--- src/rtl/gshare_predictor_pkg.sv ---
// Shared types for the branch predictor: LC-3b word and 2-bit counter encodings,
// plus the predictor FSM states and the saturating counter step.
package lc3b_types;
  typedef logic [15:0] lc3b_word;
  typedef logic [1:0]  pht_cnt_t;

  localparam pht_cnt_t SNT = 2'b00;
  localparam pht_cnt_t WNT = 2'b01;
  localparam pht_cnt_t WT  = 2'b10;
  localparam pht_cnt_t ST  = 2'b11;
endpackage

package gshare_predictor_pkg;
  import lc3b_types::*;

  typedef enum logic {INIT, RUN} pred_state_t;

  // Moves a counter one step towards taken (up=1) or not taken, clamping at the ends.
  function automatic pht_cnt_t sat_step(input pht_cnt_t cnt, input logic up);
    if (up) return (cnt == ST) ? ST : cnt + 2'b01;
    return (cnt == SNT) ? SNT : cnt - 2'b01;
  endfunction
endpackage

--- src/rtl/gshare_predictor_if.sv ---
// IF-stage lookup and WB-stage update signals of the predictor, bundled as one port.
interface gshare_predictor_if #(
  parameter int num_addr_bits = 5,
  parameter int cnt_width     = 16
);
  import lc3b_types::*;

  lc3b_word                 mem_address_IF;
  logic                     br_instruction;
  logic                     prediction;
  logic [num_addr_bits-1:0] pred_index_IF;
  logic [num_addr_bits-1:0] update_index_WB;
  logic                     taken;
  logic                     not_taken;
  logic                     mispredict;
  logic                     ready;
  logic [cnt_width-1:0]     br_count;
  logic [cnt_width-1:0]     mispred_count;

  modport master (
    output mem_address_IF, br_instruction, update_index_WB, taken, not_taken, mispredict,
    input  prediction, pred_index_IF, ready, br_count, mispred_count
  );

  modport slave (
    input  mem_address_IF, br_instruction, update_index_WB, taken, not_taken, mispredict,
    output prediction, pred_index_IF, ready, br_count, mispred_count
  );
endinterface

--- src/rtl/gshare_predictor_branch_pht.sv ---
// Pattern history table: combinational read, saturating update port, and a direct
// write that the predictor uses to sweep every entry to weakly-not-taken.
module branch_pht
  import lc3b_types::*, gshare_predictor_pkg::*;
#(
  parameter int addr_bits = 5
) (
  input  logic                 clk,
  input  logic [addr_bits-1:0] read_index,
  output pht_cnt_t             read_value,
  input  logic [addr_bits-1:0] write_index,
  input  logic                 inc,
  input  logic                 dec,
  input  logic                 init_we,
  input  logic [addr_bits-1:0] init_index
);

  pht_cnt_t entries [2**addr_bits];

  assign read_value = entries[read_index];

  // The init sweep and branch updates never coincide; inc and dec together means no update.
  always_ff @(posedge clk) begin
    if (init_we) begin
      entries[init_index] <= WNT;
    end else if (inc ^ dec) begin
      entries[write_index] <= sat_step(entries[write_index], inc);
    end
  end

endmodule

--- src/rtl/gshare_predictor.sv ---
// Gshare/bimodal branch predictor: init sweep FSM, resolved global history,
// PC/history index hashing and saturating performance counters around branch_pht.
module gshare_predictor
  import lc3b_types::*, gshare_predictor_pkg::*;
#(
  parameter int num_addr_bits = 5,
  parameter int hist_bits     = 5,
  parameter int gshare_mode   = 1,
  parameter int cnt_width     = 16
) (
  input logic               clk,
  input logic               rst,
  gshare_predictor_if.slave bus
);

  pred_state_t              state;
  pred_state_t              state_next;
  logic [num_addr_bits-1:0] sweep_index;
  logic [num_addr_bits-1:0] lookup_index;
  logic [num_addr_bits-1:0] pc_bits;
  logic [num_addr_bits-1:0] ghr_ext;
  logic [hist_bits-1:0]     ghr;
  logic                     init_we;
  logic                     ready;
  logic                     update_valid;
  logic                     unused_bits;
  pht_cnt_t                 lookup_value;
  logic [cnt_width-1:0]     br_count;
  logic [cnt_width-1:0]     mispred_count;

  always_ff @(posedge clk) begin
    if (rst) state <= INIT;
    else     state <= state_next;
  end

  always_comb begin
    state_next = state;
    init_we    = 1'b0;
    ready      = 1'b0;
    case (state)
      INIT: begin
        init_we = 1'b1;
        if (sweep_index == '1) state_next = RUN;
      end
      RUN: ready = 1'b1;
      default: state_next = INIT;
    endcase
  end

  always_ff @(posedge clk) begin
    if (rst)                sweep_index <= '0;
    else if (state == INIT) sweep_index <= sweep_index + num_addr_bits'(1);
  end

  // Only a lone taken or not_taken pulse in RUN is a real resolution.
  assign update_valid = ready && !rst && (bus.taken ^ bus.not_taken);

  always_ff @(posedge clk) begin
    if (rst)               ghr <= '0;
    else if (update_valid) ghr <= hist_bits'({ghr, bus.taken});
  end

  always_ff @(posedge clk) begin
    if (rst) begin
      br_count      <= '0;
      mispred_count <= '0;
    end else if (update_valid) begin
      if (br_count != '1) br_count <= br_count + cnt_width'(1);
      if (bus.mispredict && mispred_count != '1) mispred_count <= mispred_count + cnt_width'(1);
    end
  end

  always_ff @(posedge clk) begin
    if (!rst) begin
      assert (!(bus.taken && bus.not_taken))
        else $warning("gshare_predictor: taken and not_taken together, update dropped");
    end
  end

  always_comb begin
    ghr_ext                = '0;
    ghr_ext[hist_bits-1:0] = ghr;
    pc_bits                = bus.mem_address_IF[num_addr_bits:1];
    lookup_index           = (gshare_mode != 0) ? (pc_bits ^ ghr_ext) : pc_bits;
  end

  branch_pht #(.addr_bits(num_addr_bits)) pht (
    .clk         (clk),
    .read_index  (lookup_index),
    .read_value  (lookup_value),
    .write_index (bus.update_index_WB),
    .inc         (update_valid && bus.taken),
    .dec         (update_valid && bus.not_taken),
    .init_we     (init_we),
    .init_index  (sweep_index)
  );

  assign bus.prediction    = lookup_value[1] & bus.br_instruction & ready;
  assign bus.pred_index_IF = lookup_index;
  assign bus.ready         = ready;
  assign bus.br_count      = br_count;
  assign bus.mispred_count = mispred_count;

  assign unused_bits = ^{bus.mem_address_IF[15:num_addr_bits+1], bus.mem_address_IF[0], lookup_value[0]};

endmodule

--- src/flat_wrapper.sv ---
// flat-port wrapper written by rule: the top's interface ports become plain ports
module gshare_predictor_flat import lc3b_types::*, gshare_predictor_pkg::*;
#(
  parameter int num_addr_bits = 5,
  parameter int hist_bits     = 5,
  parameter int gshare_mode   = 1,
  parameter int cnt_width     = 16
)
  (clk, rst, bus_mem_address_IF, bus_br_instruction, bus_update_index_WB, bus_taken, bus_not_taken, bus_mispredict, bus_prediction, bus_pred_index_IF, bus_ready, bus_br_count, bus_mispred_count);
  gshare_predictor_if #(.num_addr_bits(num_addr_bits), .cnt_width(cnt_width)) bus_i ();
  input logic clk;
  input logic rst;
  input wire logic [$bits(bus_i.mem_address_IF)-1:0] bus_mem_address_IF;
  input wire logic [$bits(bus_i.br_instruction)-1:0] bus_br_instruction;
  input wire logic [$bits(bus_i.update_index_WB)-1:0] bus_update_index_WB;
  input wire logic [$bits(bus_i.taken)-1:0] bus_taken;
  input wire logic [$bits(bus_i.not_taken)-1:0] bus_not_taken;
  input wire logic [$bits(bus_i.mispredict)-1:0] bus_mispredict;
  output wire logic [$bits(bus_i.prediction)-1:0] bus_prediction;
  output wire logic [$bits(bus_i.pred_index_IF)-1:0] bus_pred_index_IF;
  output wire logic [$bits(bus_i.ready)-1:0] bus_ready;
  output wire logic [$bits(bus_i.br_count)-1:0] bus_br_count;
  output wire logic [$bits(bus_i.mispred_count)-1:0] bus_mispred_count;
  assign bus_i.mem_address_IF = bus_mem_address_IF;
  assign bus_i.br_instruction = bus_br_instruction;
  assign bus_i.update_index_WB = bus_update_index_WB;
  assign bus_i.taken = bus_taken;
  assign bus_i.not_taken = bus_not_taken;
  assign bus_i.mispredict = bus_mispredict;
  assign bus_prediction = bus_i.prediction;
  assign bus_pred_index_IF = bus_i.pred_index_IF;
  assign bus_ready = bus_i.ready;
  assign bus_br_count = bus_i.br_count;
  assign bus_mispred_count = bus_i.mispred_count;
  gshare_predictor #(.num_addr_bits(num_addr_bits), .hist_bits(hist_bits), .gshare_mode(gshare_mode), .cnt_width(cnt_width)) u_core (.clk(clk), .rst(rst), .bus(bus_i));
endmodule
--- config.mk ---
export PLATFORM = sky130hd
export DESIGN_NAME = gshare_predictor_flat
export DESIGN_NICKNAME = d
export VERILOG_FILES = /design/src/rtl/gshare_predictor_pkg.sv /design/src/rtl/gshare_predictor_if.sv /design/src/rtl/gshare_predictor_branch_pht.sv /design/src/rtl/gshare_predictor.sv /design/src/flat_wrapper.sv
export SDC_FILE = /design/constraint.sdc
export NUM_CORES = 1
export LEC_CHECK = 0
export CAP_MARGIN = 40
export CORE_MARGIN = 2
export CORE_UTILIZATION = 57
export CTS_CLUSTER_SIZE = 12
export DETAILED_ROUTE_END_ITERATION = 16
export PLACE_DENSITY = 0.82
export SYNTH_ARGS = -nofsm -noshare
export SYNTH_HDL_FRONTEND = slang
export SYNTH_SLANG_ARGS = --single-unit
export TNS_END_PERCENT = 5
--- constraint.sdc ---
create_clock -name clk -period 5.6 [get_ports clk]
set_input_delay 0.56 -clock clk [delete_from_list [all_inputs] [get_ports clk]]
set_output_delay 0.56 -clock clk [all_outputs]
set_load 0.01 [all_outputs]
==> impl_metrics.toml, run 1 <==
[detailed_routing]
drt_first_pass_iters = 5
drc = 0
wire_per_inst_um = 18.08
drt_wl_total_um = 11060
drtIter0Drc = 247
vias = 3608
via_per_inst = 5.895
postRouteAntennaNets = 0

[worst_setup_path]
critical-path-max-stage-delay_ps = 540
cp_data_required_time_ps = 5040
r2r_start = "u_core.state$_SDFF_PP0_"
cpMaxStageDelayCell = "xor2_1"
startpoint_type = "input pin"
path_cells = "clkdlybuf4s50_1, xor2_1, buf_4, mux4_2, mux4_2, mux2i_1, nor2_1, clkdlybuf4s50_1"
critPathLaunch = "bus_mem_address_IF[2]"
path_delay_family = "buffers and inverters"
worstSetupPathType = "in2out"
path_buf_inv = 3
crit_fanout = 5
end_kind = "primary output"
worst-endpoint-arrival_ps = 3290

[finish]
drive_gt1_share_pct = 8.135
areaGrowthSynthToFinish_pct = 17.29
n_antenna_cell = 0
fin_util_pct = 68.23
layout_common_cells = "73 x nor2_1, 64 x edfxtp_1, 53 x clkdlybuf4s50_1"
final_nets = 530
layout.cells.most_common = "nor2_1"
fill_cells = 639

[power]
vdd_drop_max_v = 0.0001435
leakagePower_nw = 2.137
comb_power_share_pct = 7.5
p_clk_share_pct = 33.4
switching_share_pct = 23.08
power_density_nw_per_um2 = 239.4
power.switching_mw = 0.3255
p_int_mw = 1.085
seq_power_share_pct = 59.1
power_mw = 1.411

[sta]
fin_skew_ps = 17.69
setup_tns_ps = 0
max_freq_ghz = 0.2596
slew_headroom_pct = 32.28
setup_viol = 0
worst_slew_pin_slew_ps = 1016
slew_violations = 0
min_period_ps = 3853
grt_setup_unrepaired = "false"
finalCritPeriodShare_pct = 68.80
holdWs_ps = 474.9
finalHoldViolCount = 0

[floorplan]
die-area_um2 = 9580
fp-row-count = 34
fp.dieW_um = 97.88
coreArea_um2 = 8636
ios = 66
start_util_pct = 58.17
die-height_um = 97.88

[global_routing]
grt_pass1_vias = 3487
grt.total_usage_pct = 23.58
met2_usage_pct = 39.20
globalRoute.busiestLayer = "met2"
use_met3_pct = 3.865
grt_pass1_wl_um = 17810
grt-ovfl-total = 0
grt_max_degree = 46
met1_usage_pct = 31.15
antenna_found_initial = 0

[synthesis]
synth_seq_area_share_pct = 55.39
synth_area_um2 = 5024
syn-num-nets = 473
ys_async_sr_fraction_pct = 0
syn_inst = 442
syn_area_per_cell_um2 = 11.37
synth.distinct_cells = 45
ys_seq_elements = 107
synth-edff-count = 64
synth_top_flop_cell = "edfxtp_1"
synth_warnings = 0

[clock_network]
cts_root_buf = "clkbuf_8"
cts_resized = 0
cts_buffers = 9
cts_sinks = 107
cts_max_level = 3
insertion_delay_ps = 360
cts_tree = "done"
cts_setup_buffers = 0
clk_path_buf_depth = 2
path_clk_slew_ps = 100
cts_hold_buf = 0

[run]
cap_violations = 0

[worst_hold_path]
hold_start = "u_core.ghr[0]$_SDFFE_PP0N_"
min_path_type = "reg2reg"

[placement]
hpwlAfterDp_um = 7777
portBuffers = 54
place_congestion = 0.8462

[run_status]
status = "finished clean"
-- tightest hold or removal path, cell delays in order, from the launching register on --
cell and delay [ps]:
dfxtp_1 350, nand2_1 60, nand2_1 40
-- metrics by stage --
step	cells	cell area, µm²	setup WS, ps
after floorplan	442	5024	1792
after global placement	591	5649	1556
after detailed placement	595	5692	1769
after CTS	611	5884	1771
after global routing	612	5892	1662
final	612	5892	1747
-- path summary, 6_finish.rpt --
check                                              end  slack [ps]  cells after the start
max                                     bus_prediction        1750                      8
min                         u_core.ghr[1]$_SDFFE_PP0N_         470                      2
max reg2reg  u_core.bus.mispred_count[13]$_SDFFE_PP0P_        3060                      6
min reg2reg                 u_core.ghr[1]$_SDFFE_PP0N_         470                      2
-- power by group through the flow --
stage          logic (mW)  clock network, mW  registers [mW]
6_report            0.106              0.471           0.834
5_1_grt             0.113              0.509           0.834
4_1_cts             0.104              0.472           0.833
3_5_place_dp        0.103                  0           0.852
3_3_place_gp       0.0979                  0           0.851
2_1_floorplan      0.0643                  0           0.850
-- state kept, by name (all words and copies together) (netlist names) --
name	flops
u_core.bus.br_count	16
u_core.sweep_index	5
u_core.ghr	5
u_core.bus.mispred_count	16
u_core.state	1
u_core.pht.entries	64
-- Yosys cell counts (all sizes together) (7+ instances only) --
| library cell | instances | share of area, % |
|---|---|---|
| nor2 | 73 | 5.5 |
| edfxtp | 64 | 38 |
| dfxtp | 43 | 17 |
| mux2i | 38 | 7.6 |
| nand2 | 37 | 2.8 |
| xor2 | 22 | 3.8 |
| a21oi | 14 | 1.4 |
| a22oi | 12 | 1.8 |
| clkbuf | 11 | 0.82 |
| nand3 | 11 | 1.1 |
| xnor2 | 11 | 1.9 |
| mux4 | 10 | 4.8 |
| inv | 8 | 0.60 |
| buf | 7 | 0.82 |
-- cell type report --
cell class	count	area (µm²)	share of cell area (%)
timing repair buffer	64	623.1	10.58
tap	108	135.1	2.293
inverter	8	30.03	0.5097
clock inverter	5	61.31	1.041
multi-input combinational	309	2128	36.12
clock buffer	11	131.4	2.230
sequential	107	2783	47.23
-- per-layer routing --
metal | vias up | part of all wire [%]
met5 | - | 0
met4 | 0 | 2.7
met3 | 24 | 5.8
met2 | 144 | 50
met1 | 1729 | 42
li1 | 1711 | -
-- cell families after synthesis --
family,Yosys count,synth area share (%)
simple gates,177,16.96
xor+xnor,33,5.753
compound gates,46,6.102
buf+inv,26,2.242
mux,48,12.35
fa+ha+maj,5,1.196
flops,107,55.39
No activity file was read; power rests on OpenSTA's default activity.
==> inputs of run 2 (changes only) <==
- CORE_UTILIZATION: 57 -> 50
- PLACE_DENSITY: 0.82 -> 0.76
- clock period: 5.6 -> 3.5 ns (I/O delays scaled with it)
==> impl_metrics.toml, run 2 (synthesized netlist as in run 1, its figures left out) <==
[run_status]
status = "finished clean"

[sta]
fin_ws_ps = 178.5
holdWs_ps = 475.1
slew_headroom_pct = 32.09
finalHoldViolCount = 0
worst_slew_pin_slew_ps = 1019
finalCritPeriodShare_pct = 94.90
max_freq_ghz = 0.3011
min_period_ps = 3322
setup_tns_ps = 0
setup_viol = 0
slew_violations = 0
fin_skew_ps = 13.61
grt_setup_unrepaired = "false"

[power]
power_mw = 2.311
power_density_nw_per_um2 = 388.2
leakagePower_nw = 2.164
vdd_drop_max_v = 0.0002056

[floorplan]
fp.dieW_um = 104.2
die-area_um2 = 10860
die-height_um = 104.2
ios = 66
coreArea_um2 = 9774
start_util_pct = 51.40
fp-row-count = 36

[finish]
top_register = "u_core.pht.entries"
areaGrowthSynthToFinish_pct = 18.51
drive_gt1_share_pct = 8.515
final_cell_area_um2 = 5953
final_nets = 531
multi_input_area_um2 = 2128
largest_reg_flops = 64
n_antenna_cell = 0
fill_cells = 796
layout_common_cells = "73 x nor2_1, 64 x edfxtp_1, 53 x clkdlybuf4s50_1"
top_regs = "u_core.pht.entries: 64 flops, u_core.bus.br_count: 16 flops, u_core.bus.mispred_count: 16 flops"
layout.cells.most_common = "nor2_1"
regArea_um2 = 2783

[worst_hold_path]
min_path_type = "reg2reg"

[detailed_routing]
drt_wl_total_um = 10760
drt_first_pass_iters = 5
wire_per_inst_um = 16.86
via_per_inst = 5.629
postRouteAntennaNets = 0
drc = 0
drtIter0Drc = 250
vias = 3591

[clock_network]
cts_hold_buf = 0
cts_resized = 0
cts_max_level = 3
cts_setup_buffers = 0
cts_sinks = 107
cts_root_buf = "clkbuf_8"
clk_path_buf_depth = 2
cts_buffers = 9
cts_tree = "done"
insertion_delay_ps = 350
path_clk_slew_ps = 100

[global_routing]
grt-ovfl-total = 0
grt_max_degree = 44
grt.total_usage_pct = 20.14
grt_pass1_wl_um = 17440
grt_pass1_vias = 3465
antenna_found_initial = 0

[worst_setup_path]
cpMaxStageDelayCell = "mux4_1"
critical-path-max-stage-delay_ps = 590
rrSetupSlack_ps = 1060
critPathMostFrequentCell = "clkdlybuf4s50_1"
crit_fanout = 9
path_buf_inv = 3
cp_data_required_time_ps = 3150
path_delay_family = "multiplexers"
worstSetupPathType = "in2out"
startpoint_type = "input pin"
path_cells = "clkdlybuf4s50_1, xor2_1, buf_4, mux4_1, mux4_2, mux2i_1, nor2_1, clkdlybuf4s50_1"
worst-endpoint-arrival_ps = 2970
end_kind = "primary output"

[placement]
place_congestion = 0.8146
placed_area_um2 = 5738
dpl_worst_slack_ps = 155.1
portBuffers = 54
hpwlAfterDp_um = 7631

[run]
cap_violations = 0
==> run 2: cell types whose count changed in the layout (fill, tap and decap cells not counted), sizes merged <==
cell / change
buf: +1
clkinv: +3
bufinv: +1
clkbuf: -2
clkinvlp: -2
==> run 2: worst min-delay path: cells and delay by family, from the launching register on <==
kind	cells	cell delay [ps]
DFF	1	340
and+or+nand+nor	2	100
==> run 2: power breakdown <==
part | switching, mW | leakage [nW] | internal [mW]
Combinational | 0.0933 | 1.06 | 0.0742
Sequential | 0.00582 | 0.997 | 1.33
Clock | 0.408 | 0.107 | 0.402
==> run 2: layout make-up <==
class	count	share of cell area, %
clock buffers	9	2.081
clock inverters	7	1.534
inverters	8	0.5044
multi-input cells	309	35.75
flip-flops and latches	107	46.74
well taps	133	2.795
repair buffers	65	10.59
==> run 2: layer usage <==
metal	vias to the layer above	GRT usage, %	wire, µm
met4	0	5.116	113
met2	105	32.66	5175
met1	1762	28.48	4903
met5	-	0	0
li1	1711	-	-
met3	13	3.195	566
==> run 2: worst paths after layout <==
kind,start,endpoint,cells after the start
worst max-delay path,bus_mem_address_IF[1],bus_prediction,8
worst min-delay path,u_core.ghr[2]$_SDFFE_PP0N_,u_core.ghr[3]$_SDFFE_PP0N_,2
worst max register to register,u_core.state$_SDFF_PP0_,u_core.pht.entries[0][1]$_DFFE_PP_,5
worst min register to register,u_core.ghr[2]$_SDFFE_PP0N_,u_core.ghr[3]$_SDFFE_PP0N_,2
==> run 2: per-stage QoR <==
step / std cells / util, %
6_report: 638 / 60.91
5_1_grt: 638 / 60.91
4_1_cts: 638 / 60.91
3_5_place_dp: 622 / 58.70
3_3_place_gp: 621 / 58.63
2_1_floorplan: 442 / -
==> RTL change: new RTL, settings of run 2 <==
`gshare_mode` is set to 1 in 2 places; all go to 0.
--- a/src/rtl/gshare_predictor.sv
+++ b/src/rtl/gshare_predictor.sv
@@ -6,5 +6,5 @@
   parameter int num_addr_bits = 5,
   parameter int hist_bits     = 5,
-  parameter int gshare_mode   = 1,
+  parameter int gshare_mode   = 0,
   parameter int cnt_width     = 16
 ) (
--- a/src/flat_wrapper.sv
+++ b/src/flat_wrapper.sv
@@ -4,5 +4,5 @@
   parameter int num_addr_bits = 5,
   parameter int hist_bits     = 5,
-  parameter int gshare_mode   = 1,
+  parameter int gshare_mode   = 0,
   parameter int cnt_width     = 16
 )
Formal check against the unedited RTL: no difference found for any inputs over 10 cycles, from zero or initial values and one cycle with rst high; that may be too few to reach the edited logic, so the function may still have changed.
==> RTL change against run 2 <==
Design area fell by 5.3%; sequential cell count fell by 5; power fell by 5.0%; clock power fell by 6.2%; wire length fell by 4.2%; area after synthesis fell by 5.4%; final cell count fell by 5.0%; worst setup slack improved by 240 ps; critical path type unchanged; largest power group unchanged.
==> RTL change: results (changes against run 2) <==
* Outcome: finished, final reports clean
* Share of post-route cells with drive strength above 1 at 0.0797 (-0.00548)
* Fraction of registers with async set/reset at 0 (unchanged)
* Antenna violations before repair at 0 (unchanged)
* Top FF cell, synth: edfxtp_1
* H-tree levels at 3 (unchanged)
* Slew headroom at 0.309 (-0.0119)
* GR met3 Demand/Resource at 0.0663 (+0.0343)
* Buffers on Ports at 54 (unchanged)
* Final net count at 503 (-5.3%)
* Maximum vdd drop at 0.222 mV (+7.9%)
* Top Registers: u_core.pht.entries: 64 flops, u_core.bus.br_count: 16 flops, u_core.bus.mispred_count: 16 flops
* Slowest stage delay, CP at 550 ps (-40 ps)
* CTS max path bufs at 2 (unchanged)
* Detailed Route Iter0 Violations at 162 (-35%)
* Worst path slowest cell: mux4_2
* Sequential area share after synthesis at 0.564 (+0.0104)
* TritonCTS buffer count at 9 (unchanged)
* Placed cell count at 590 (-5.1%)
* Global Route met2 Usage at 0.344 (+0.0175)
* Total global-route track usage at 0.216 (+0.0148)
* Setup Skew at 14.6 ps (+0.973 ps)
* DP HPWL at 7210 um (-5.6%)
* Largest net degree at the start of global routing at 40 (-9.1%)
* Synth area leaders: edfxtp_1, dfxtp_1, mux2i_1
* Clock-pin slew on the worst setup and hold paths at 90 ps
* Synth cell types at 38 (-16%)
* Warnings, synthesis at 0 (unchanged)
* Post-CTS Setup Bufs at 0 (unchanged)
* Ant diodes at 0 (unchanged)
* Hold Path Class: flop to flop
* Syn Nets at 451 (-4.7%)
* Leakage at 1.93 nW (-11%)
* Vias at 3382 (-5.8%)
* First-pass GRT wire length at 17100 um (-2.0%)
* Initial DRT Pass Iterations at 4 (-1)
* Vias/cell at 5.58 (-0.85%)
* Number of global-route vias before repair at 3482 (+0.49%)
* Syn avg cell area at 11.3 um2 (-0.42%)
* Max Fanout on Critical Path at 9 (unchanged)
* Setup TNS at 0 ps (unchanged)
* Worst skew pair latency at 360 ps
* Grt met1 use at 0.279 (-0.00539)
* Routed WL at 10300 um (-4.2%)
* CP Launch Type: primary input
* CP arrival at 2730 ps (-240 ps)
* Post-CTS Resized at 0 (unchanged)
* Placer congestion estimate at 0.926 (+14%)
* Post-synth EDFFs at 64 (unchanged)
* Top cells by count, synth: nor2_1, edfxtp_1, nand2_1, dfxtp_1, mux2i_1
* CTS Root Cell: clkbuf_8
==> RTL change: logic make-up (layout without fill, tap and decap cells) <==
logic type / count (synthesis) / count (layout) / share of synthesized area
AOI/OAI and AO/OA: 38 / 38 / 0.0526
DFF: 102 / 102 / 0.564
adders and majority gates: 4 / 4 / 0.0105
and+or+nand+nor: 172 / 172 / 0.162
xor gates and xnor gates: 30 / 30 / 0.0553
muxes: 48 / 48 / 0.127
buffers and inverters: 26 / 83 / 0.0276
==> RTL change: area by class of cell <==
type | count | area, um2
Tap cell | 129 | 161
Sequential cell | 102 | 2680
Timing Repair Buffer | 63 | 628
Fill cell | 741 | 3600
Inverter | 4 | 15.0
Clock buffer | 11 | 151
Clock inverter | 5 | 57.6
Multi-Input combinational cell | 292 | 1940
==> RTL change: metal layers <==
metal	routed length, um	up-vias	share of wire
li1	-	1614	-
met3	828	18	0.080
met4	162	0	0.016
met5	0	-	0
met2	4970	129	0.48
met1	4340	1621	0.42
==> RTL change: worst max-delay path, delay by kind of cell <==
kind	cells	cell delay [ps]
mux	3	1180
buf+inv	3	1140
simple gates	1	50
==> RTL change: final timing paths <==
path	from	to	slack [ps]	cells past startpoint
max	bus_mem_address_IF[1]	bus_prediction	420	7
min	u_core.sweep_index[0]	u_core.sweep_index[0]	500	2
min reg2reg	u_core.sweep_index[0]	u_core.sweep_index[0]	500	2
max reg2reg	u_core.state	u_core.bus.br_count[15]	920	6
==> RTL change: through the flow <==
| stage | worst slack (ps) | instance area (um2) | power, mW | utilization |
|---|---|---|---|---|
| finish | 423 | 5640 | 2.19 | 0.610 |
| global route | 305 | 5640 | 2.28 | 0.610 |
| CTS | 411 | 5640 | 2.22 | 0.610 |
| detailed placement | 319 | 5430 | 1.46 | 0.587 |
| global placement | 400 | 5410 | 1.46 | 0.585 |
| floorplan | 56.8 | 4750 | 1.40 | - |
==> RTL change: report_power, final <==
group / internal (mW) / leakage [nW] / total (mW) / switching, mW
clock: 0.370 / 0.109 / 0.760 / 0.391
combinational: 0.0682 / 0.943 / 0.156 / 0.0882
sequential: 1.27 / 0.881 / 1.28 / 0.00628
